File: config.mk
export PLATFORM = sky130hd
export DESIGN_NAME = nes_frame_capture
export DESIGN_NICKNAME = d
export VERILOG_FILES = /design/src/rtl/nes_frame_capture.sv
export SDC_FILE = /design/constraint.sdc
export NUM_CORES = 1
export LEC_CHECK = 0
export ABC_AREA = 1
export CAP_MARGIN = 20
export CELL_PAD_IN_SITES_DETAIL_PLACEMENT = 0
export CELL_PAD_IN_SITES_GLOBAL_PLACEMENT = 1
export CORE_MARGIN = 2
export CORE_UTILIZATION = 50
export DETAILED_ROUTE_END_ITERATION = 10
export HOLD_SLACK_MARGIN = 0.06
export PLACE_DENSITY_LB_ADDON = 0.1
export SYNTH_ARGS = -nofsm -noshare
export SYNTH_HDL_FRONTEND = slang
export SYNTH_SLANG_ARGS = --single-unit
File: constraint.sdc
create_clock -name clk -period 4.5 [get_ports clk]
set_clock_uncertainty 0.15 [all_clocks]
set_input_delay 0.45 -clock clk [delete_from_list [all_inputs] [get_ports clk]]
set_output_delay 0.45 -clock clk [all_outputs]
set_load 0.005 [all_outputs]
File: src/rtl/nes_frame_capture.sv
// NES video frame grabber: samples pixel_color on a fixed divider grid after h/v strobes
// and queues each pixel with its x/y coordinates and frame/line markers.
module nes_frame_capture #(
  parameter int H_ACTIVE   = 256,
  parameter int V_ACTIVE   = 240,
  parameter int PIXEL_DIV  = 4,
  parameter int PIX_W      = 24,
  parameter int FIFO_DEPTH = 16
) (
  input  logic             clk,
  input  logic             rst,
  input  logic [PIX_W-1:0] pixel_color,
  input  logic             h,
  input  logic             v,
  input  logic             arm,
  input  logic             stop,
  input  logic             continuous,
  output logic             out_valid,
  input  logic             out_ready,
  output logic [PIX_W-1:0] out_data,
  output logic [8:0]       out_x,
  output logic [8:0]       out_y,
  output logic             out_sof,
  output logic             out_eol,
  output logic             out_eof,
  output logic             busy,
  output logic             overflow,
  output logic             sync_err,
  output logic [15:0]      frame_count
);

  localparam int AW = (FIFO_DEPTH > 1) ? $clog2(FIFO_DEPTH) : 1;
  localparam int DW = (PIXEL_DIV > 1) ? $clog2(PIXEL_DIV) : 1;
  localparam int EW = PIX_W + 21;
  localparam logic [8:0]    X_LAST   = 9'(H_ACTIVE - 1);
  localparam logic [8:0]    Y_LAST   = 9'(V_ACTIVE - 1);
  localparam logic [DW-1:0] DIV_LAST = DW'(PIXEL_DIV - 1);
  localparam logic [AW:0]   FULL_CNT = (AW + 1)'(FIFO_DEPTH);

  typedef enum logic [1:0] {S_IDLE, S_WAIT_V, S_ACTIVE, S_WAIT_H} state_t;

  state_t          state_q, state_d;
  logic            h_q, v_q;
  logic [8:0]      x_q, x_d, y_q, y_d;
  logic [DW-1:0]   div_q, div_d;
  logic [AW-1:0]   wr_ptr_q, wr_ptr_d, rd_ptr_q, rd_ptr_d;
  logic [AW:0]     count_q, count_d;
  logic            overflow_q, overflow_d;
  logic            sync_err_q, sync_err_d;
  logic [15:0]     frame_count_q, frame_count_d;
  logic [EW-1:0]   mem [FIFO_DEPTH];

  logic            h_rise, v_rise;
  logic            take, push, pop, full;
  logic [8:0]      smp_x, smp_y;
  logic            smp_sof, smp_eol, smp_eof;
  logic [EW-1:0]   head;

  assign h_rise = h & ~h_q;
  assign v_rise = v & ~v_q;
  assign full   = (count_q == FULL_CNT);
  assign pop    = (count_q != '0) & out_ready;

  assign smp_sof = (smp_x == 9'd0) && (smp_y == 9'd0);
  assign smp_eol = (smp_x == X_LAST);
  assign smp_eof = smp_eol && (smp_y == Y_LAST);

  always_comb begin
    state_d       = state_q;
    x_d           = x_q;
    y_d           = y_q;
    div_d         = div_q;
    overflow_d    = overflow_q;
    sync_err_d    = sync_err_q;
    frame_count_d = frame_count_q;
    take          = 1'b0;
    smp_x         = x_q;
    smp_y         = y_q;

    unique case (state_q)
      S_IDLE: begin
        if (arm) begin
          state_d    = S_WAIT_V;
          overflow_d = 1'b0;
          sync_err_d = 1'b0;
        end
      end
      S_WAIT_V: begin
        if (v_rise) begin
          take  = 1'b1;
          smp_x = 9'd0;
          smp_y = 9'd0;
        end
      end
      S_ACTIVE: begin
        if (div_q == DIV_LAST) take = 1'b1;
        else                   div_d = div_q + DW'(1);
      end
      S_WAIT_H: begin
        // A new frame start mid-frame wins over a line start: restart at row 0.
        if (v_rise) begin
          take       = 1'b1;
          smp_x      = 9'd0;
          smp_y      = 9'd0;
          sync_err_d = 1'b1;
        end else if (h_rise) begin
          take  = 1'b1;
          smp_x = 9'd0;
        end
      end
      default: state_d = S_IDLE;
    endcase

    if (take) begin
      div_d = '0;
      if (smp_eol) begin
        x_d = 9'd0;
        if (smp_eof) begin
          y_d           = 9'd0;
          frame_count_d = frame_count_q + 16'd1;
          state_d       = continuous ? S_WAIT_V : S_IDLE;
        end else begin
          y_d     = smp_y + 9'd1;
          state_d = S_WAIT_H;
        end
      end else begin
        x_d     = smp_x + 9'd1;
        y_d     = smp_y;
        state_d = S_ACTIVE;
      end
    end

    push = take & ~full;
    if (take & full) overflow_d = 1'b1;

    if (stop) begin
      state_d       = S_IDLE;
      x_d           = 9'd0;
      y_d           = 9'd0;
      div_d         = '0;
      overflow_d    = overflow_q;
      sync_err_d    = sync_err_q;
      frame_count_d = frame_count_q;
      push          = 1'b0;
    end

    wr_ptr_d = wr_ptr_q + AW'(push);
    rd_ptr_d = rd_ptr_q + AW'(pop);
    unique case ({push, pop})
      2'b10:   count_d = count_q + (AW + 1)'(1);
      2'b01:   count_d = count_q - (AW + 1)'(1);
      default: count_d = count_q;
    endcase
  end

  always_ff @(posedge clk) begin
    if (rst) begin
      state_q       <= S_IDLE;
      h_q           <= 1'b0;
      v_q           <= 1'b0;
      x_q           <= 9'd0;
      y_q           <= 9'd0;
      div_q         <= '0;
      wr_ptr_q      <= '0;
      rd_ptr_q      <= '0;
      count_q       <= '0;
      overflow_q    <= 1'b0;
      sync_err_q    <= 1'b0;
      frame_count_q <= 16'd0;
    end else begin
      state_q       <= state_d;
      h_q           <= h;
      v_q           <= v;
      x_q           <= x_d;
      y_q           <= y_d;
      div_q         <= div_d;
      wr_ptr_q      <= wr_ptr_d;
      rd_ptr_q      <= rd_ptr_d;
      count_q       <= count_d;
      overflow_q    <= overflow_d;
      sync_err_q    <= sync_err_d;
      frame_count_q <= frame_count_d;
    end
  end

  // Storage needs no reset; the pointers and count define what is valid.
  always_ff @(posedge clk) begin
    if (push) mem[wr_ptr_q] <= {pixel_color, smp_x, smp_y, smp_sof, smp_eol, smp_eof};
  end

  assign out_valid   = (count_q != '0);
  assign head        = out_valid ? mem[rd_ptr_q] : '0;
  assign out_data    = head[EW-1 -: PIX_W];
  assign out_x       = head[20:12];
  assign out_y       = head[11:3];
  assign out_sof     = head[2];
  assign out_eol     = head[1];
  assign out_eof     = head[0];
  assign busy        = (state_q != S_IDLE);
  assign overflow    = overflow_q;
  assign sync_err    = sync_err_q;
  assign frame_count = frame_count_q;

endmodule

==> metrics.cfg <==
[route]
viasPerCell = 5.89
drt_iter0_drc = 1717
drc = 0
postRouteAntennaNets = 0
dr.pass1.iters = 5
routedWlPerCell_um = 23.2
vias = 20328
wirelength_um = 80000

[yosys]
synth_adder_area_share_pct = 0.563
ys_seq_area_share_pct = 73.0
synth_mux_area_share_pct = 0
yosys.area_share.xor_xnor_pct = 0.703
synth_area_um2 = 31100
syn_area_per_cell_um2 = 12.7
synth-seq-cells = 775
postSynthCellCount = 2459
synth-main-ff-cell = edfxtp_1
synth-edff-count = 720
synth-simple-area-share_pct = 10.1
ys_warn_count = 0
synth_top_family_by_area = compound AO/OA/AOI/OAI gates
ys_types = 40
syn_nets = 2505
synthArstFlopShare_pct = 0
synth-compound-area-share_pct = 12.5

[pwr]
switchingPower_mw = 5.73
power_mw = 19.1
cellLeakagePower_nw = 12.0
p_sw_share_pct = 30.0
pwr-share-clk_pct = 34.1
power-per-cell-area_nw_per_um2 = 531
vdd_drop_max_mv = 0.374
p_int_mw = 13.4
combPwrFrac_pct = 24.4
pwr-share-seq_pct = 41.5

[setup_path]
endpoint_kind = output port
crit_fanout = 56
path_class = reg -> out
ff2ff_path_depth = 16
critPathArrivalTime_ns = 3.57
critPathLaunchType = flip-flop
worstPathRequired_ns = 3.90

[clocking]
numCtsBuffers = 82
cts_tree = built
cts_buffer_depth = 3
hold_buffers = 0
postCtsSetupBuffers = 0
cts_resized = 0
clock_latency_ns = 0.62
cts-root-buf = clkbuf_16
htreeDepth = 3
cts.sinks = 775
clk_pin_slew_ns = 0.06

[grt]
grt_max_degree = 127
grtUsageTotal_pct = 25.1
antenna_found_initial = 2
grt_overflow = 0
grt_pass1_vias = 20059
grt_first_pass_wirelength_um = 121000

[finish]
n_fill_cell = 4923
antenna_cells = 0
nets = 2598
multiInputGateArea_um2 = 7560
regArea_um2 = 22700
final_cell_count_no_fill = 3453
syn_to_final_growth_pct = 15.6
drive_gt1_share_pct = 8.98

[status]
status = finished, final reports clean

[sta]
grt_setup_unrepaired = no
slew_headroom_pct = 39.3
fmax_mhz = 240
slew_viol_final = 0
hold_viol_final = 0
period_needed_ns = 4.17
tightest_slew_ns = 0.911
setup_violations = 0
finalCritPeriodShare_pct = 92.7
fin_tns_setup_ns = 0

[flow_run]
maxCapViolCount = 0

[placed_design]
dpl.cell_count = 3305
port_buffers = 96
gp_congestion = 0.821
dpl.hpwl_um = 41700

[min_path]
hold_path.class = in -> reg
holdPathStages = 3

[floorplan]
die_width_um = 254
num_io_pins = 97
dieArea_um2 = 64300
rows = 91
die_h_um = 254
core_um2 = 61600
initial_utilization_pct = 50.5

cell type report:
class                      count  share of cell area, %
inverter                      78                  0.848
sequential                   775                   63.2
clock inverter                41                  0.970
multi-input combinational   1447                   21.0
tap                          837                   2.91
clock buffer                 107                   6.22
timing repair buffer         168                   4.87
power groups by stage:
stage	registers (mW)	logic [mW]	clock network [mW]
final	7.94	4.66	6.52
after global routing	7.94	5.10	6.92
after detailed placement	8.09	4.63	0
after floorplan	8.03	2.69	0
after global placement	8.09	4.57	0
after CTS	7.94	4.66	6.64
cells in the mapped netlist, types with 3 or more instances:
cell type / instances / area [µm²]
a21oi_1: 66 / 330
buf_1: 9 / 33.8
buf_2: 39 / 195
buf_4: 5 / 37.5
clkbuf_1: 103 / 387
clkinv_1: 4 / 15.0
dfxtp_1: 55 / 1100
edfxtp_1: 720 / 21600
ha_1: 14 / 175
inv_1: 69 / 259
inv_2: 5 / 18.8
nand2_1: 98 / 368
nand2_4: 3 / 33.8
nand3_1: 115 / 576
nand4_1: 12 / 75.1
nor2_1: 484 / 1820
nor2_2: 6 / 37.5
nor2_4: 3 / 33.8
nor3_1: 8 / 40.0
o21ai_0: 405 / 2030
o21ai_1: 5 / 25.0
o221ai_1: 128 / 1120
o22ai_1: 58 / 363
xnor2_1: 8 / 70.1
xor2_1: 17 / 149
worst paths after layout:
| kind | start | to | slack [ns] |
|---|---|---|---|
| setup / recovery | rd_ptr_q[1]$_SDFF_PP0_ | out_y[5] | 0.33 |
| hold / removal | h | h_q$_SDFF_PP0_ | 0.25 |
| setup reg to reg | count_q[2]$_SDFFE_PP0P_ | count_q[4]$_SDFFE_PP0P_ | 1.16 |
| hold reg to reg | overflow$_SDFFE_PP0P_ | overflow$_SDFFE_PP0P_ | 0.32 |
cell families (layout without fill, tap and decap cells):
family | count (synthesis) | in the layout
simple gates | 743 | 743
buf+inv | 237 | 394
xor+xnor | 25 | 25
compound gates | 665 | 665
fa+ha+maj | 14 | 14
flops | 775 | 775
flip-flops by register name (all words and copies together), names as in the netlist:
register / flops
count_q: 5
rd_ptr_q: 4
mem: 720
y_q: 9
frame_count: 16
v_q: 1
sync_err: 1
wr_ptr_q: 4
h_q: 1
overflow: 1
x_q: 9
state_q: 2
div_q: 2
per-stage QoR:
step	setup slack [ns]	hold WS, ns	utilization (%)	instance area [µm²]
floorplan	0.700	0.295	-	31100
global route	0.204	0.307	58.4	36000
detailed placement	0.727	0.314	54.2	33400
global placement	0.659	0.304	54.2	33400
CTS	0.373	0.221	58.4	36000
finish	0.328	0.248	58.4	36000
worst max-delay path: stages, from the launching register on:
cell and delay, ns:
dfxtp_4 0.64, buf_4 0.65, o21ai_0 0.19, o221ai_1 0.23, nand3_1 0.10, a21oi_1 0.47, clkdlybuf4s50_1 0.62
layout by cell type (no fill, tap or decap), types with 5 or more instances in the layout:
master,instances
clkinv_1,18
nand2_1,98
ha_1,14
edfxtp_1,720
nor2_4,20
clkinv_2,17
o22ai_1,58
xor2_1,17
o21ai_0,405
nor2_2,6
nor2_1,467
a21oi_1,66
buf_4,52
clkbuf_1,19
o221ai_1,128
nand4_1,12
nor3_1,8
clkdlybuf4s50_1,96
xnor2_1,8
o21ai_1,5
bufinv_16,6
clkbuf_16,85
buf_12,20
inv_1,69
nand3_1,115
dfxtp_1,52
layer usage:
layer / track usage (%) / up-vias / share of wire, %
met5: 0 / - / 0.034
met2: 41.8 / 606 / 48
li1: - / 9324 / -
met1: 34.6 / 10272 / 44
met3: 3.53 / 122 / 5.5
met4: 7.19 / 4 / 2.1
Power figures use the tool's default switching activity.
==> RTL edit, RTL diff (config.mk and constraints unchanged) <==
Encoding of `state_t`: now one-hot (4 bits for 4 states).
--- a/src/rtl/nes_frame_capture.sv
+++ b/src/rtl/nes_frame_capture.sv
@@ -37,7 +37,7 @@
   localparam logic [DW-1:0] DIV_LAST = DW'(PIXEL_DIV - 1);
   localparam logic [AW:0]   FULL_CNT = (AW + 1)'(FIFO_DEPTH);
 
-  typedef enum logic [1:0] {S_IDLE, S_WAIT_V, S_ACTIVE, S_WAIT_H} state_t;
+  typedef enum logic [3:0] {S_IDLE = 4'b0001, S_WAIT_V = 4'b0010, S_ACTIVE = 4'b0100, S_WAIT_H = 4'b1000} state_t;
 
   state_t          state_q, state_d;
   logic            h_q, v_q;
Formal check against the unedited RTL: same outputs for any inputs over 4 cycles, from zero or initial values and one cycle with rst high; so few cycles prove little.
==> RTL edit against the original RTL <==
- critical path depth rose by 1
- power fell by 4.9%
- critical path type unchanged
- routed wire length rose by 0.12%
- setup slack improved by 0.0020 ns
- sequential cell count rose by 2
- cell area rose by 0.65%
- worst hold slack barely moved
- critical endpoint is now out_y[3]
- fmax barely moved
- first-iteration DRC count rose by 2.1%
- synthesized area rose by 0.34%
- combinational power fell by 20%
- via count rose by 1.0%
- utilization rose by 0.27 points
==> RTL edit: results <==
[worst_setup_path]
cp_max_fo = 67
rr_startpoint = "state_q[3]$_SDFFE_PP0P_"
crit_path_max_incr_delay_ns = 0.62
reg2reg_depth = 21
crit_end = "out_y[3]"
regToRegSetupSlack_ns = 1.12
crit_slowest_cell = "clkdlybuf4s50_1"

[routing]
vias = 20500
drtIter0Drc = 1753
first_pass_iters = 8
wire_per_inst_um = 23.1

[final_layout]
drive_gt1_share_pct = 9.98
final_area_um2 = 36200

[synthesis]
synth_area_leaders = "edfxtp_1 (69%), o21ai_0 (6.5%), nor2_1 (5.8%)"
synth_cells = 2465
synth-seq-area-share_pct = 72.9
ys_types = 45
synth_commonest_cells = "edfxtp_1 (720), nor2_1 (484), o21ai_0 (406)"

[global_routing]
grt_usage_pct = 25.0
grt_pass1_vias = 20200
grt_max_degree = 142
grt_pass1_wl_um = 121000
grt_antenna_before_repair = 0

[placed_design]
dp_hpwl_um = 41600
dp.cells = 3316
dpl_cell_area_um2 = 33600
dp_worst_setup_slack_ns = 0.607
routabilityCongestion = 0.830

[power_and_ir_drop]
vdd_drop_max_mv = 0.421
p_leak_nw = 11.9
p_sw_w = 0.00513

[clock_tree]
clk_latency_ns = 0.61
cts_buffers = 81

[run_status]
outcome = "finished clean"
[RTL edit: area by class of cell]
type | instances | share of cell area, %
Multi-Input combinational cell | 1449 | 21.2
Inverter | 82 | 0.884
Sequential cell | 777 | 62.9
Timing Repair Buffer | 173 | 5.11
Clock inverter | 38 | 0.940
Tap cell | 837 | 2.89
Clock buffer | 106 | 6.14
[RTL edit: tightest hold or removal path, delay by kind of cell]
family	cells	cell delay, ns
AND/OR/NAND/NOR	1	0.04
buffers and inverters	2	0.47
[RTL edit: worst min-delay path by stage]
stage / startpoint / to / slack (ns)
3_3_place_gp: y_q[7]$_SDFFE_PP0N_ / y_q[7]$_SDFFE_PP0N_ / 0.29
2_1_floorplan: y_q[7]$_SDFFE_PP0N_ / y_q[7]$_SDFFE_PP0N_ / 0.28
4_1_cts: h / h_q$_SDFF_PP0_ / 0.23
6_report: h / h_q$_SDFF_PP0_ / 0.25
5_1_grt: h / h_q$_SDFF_PP0_ / 0.27
3_5_place_dp: y_q[7]$_SDFFE_PP0N_ / y_q[7]$_SDFFE_PP0N_ / 0.31
[RTL edit: kinds of logic after synthesis]
family	Yosys count	share of synthesized area (%)
flops	777	72.9
simple gates	740	10.2
compound gates	671	12.7
buf+inv	239	3.02
xor+xnor	24	0.673
fa+ha+maj	14	0.561
[RTL edit: power by group through the flow]
stage          sequential [W]  clock [W]  combinational [W]
2_1_floorplan         0.00803          0            0.00208
3_3_place_gp          0.00813          0            0.00366
3_5_place_dp          0.00813          0            0.00372
4_1_cts               0.00798    0.00657            0.00373
5_1_grt               0.00798    0.00689            0.00407
6_report              0.00798    0.00648            0.00372
[RTL edit: metal layers]
layer / wire [µm] / track usage [%]
met5: 0 / 0
met4: 1420 / 6.64
met3: 5090 / 3.44
met2: 38400 / 40.9
met1: 35300 / 35.3
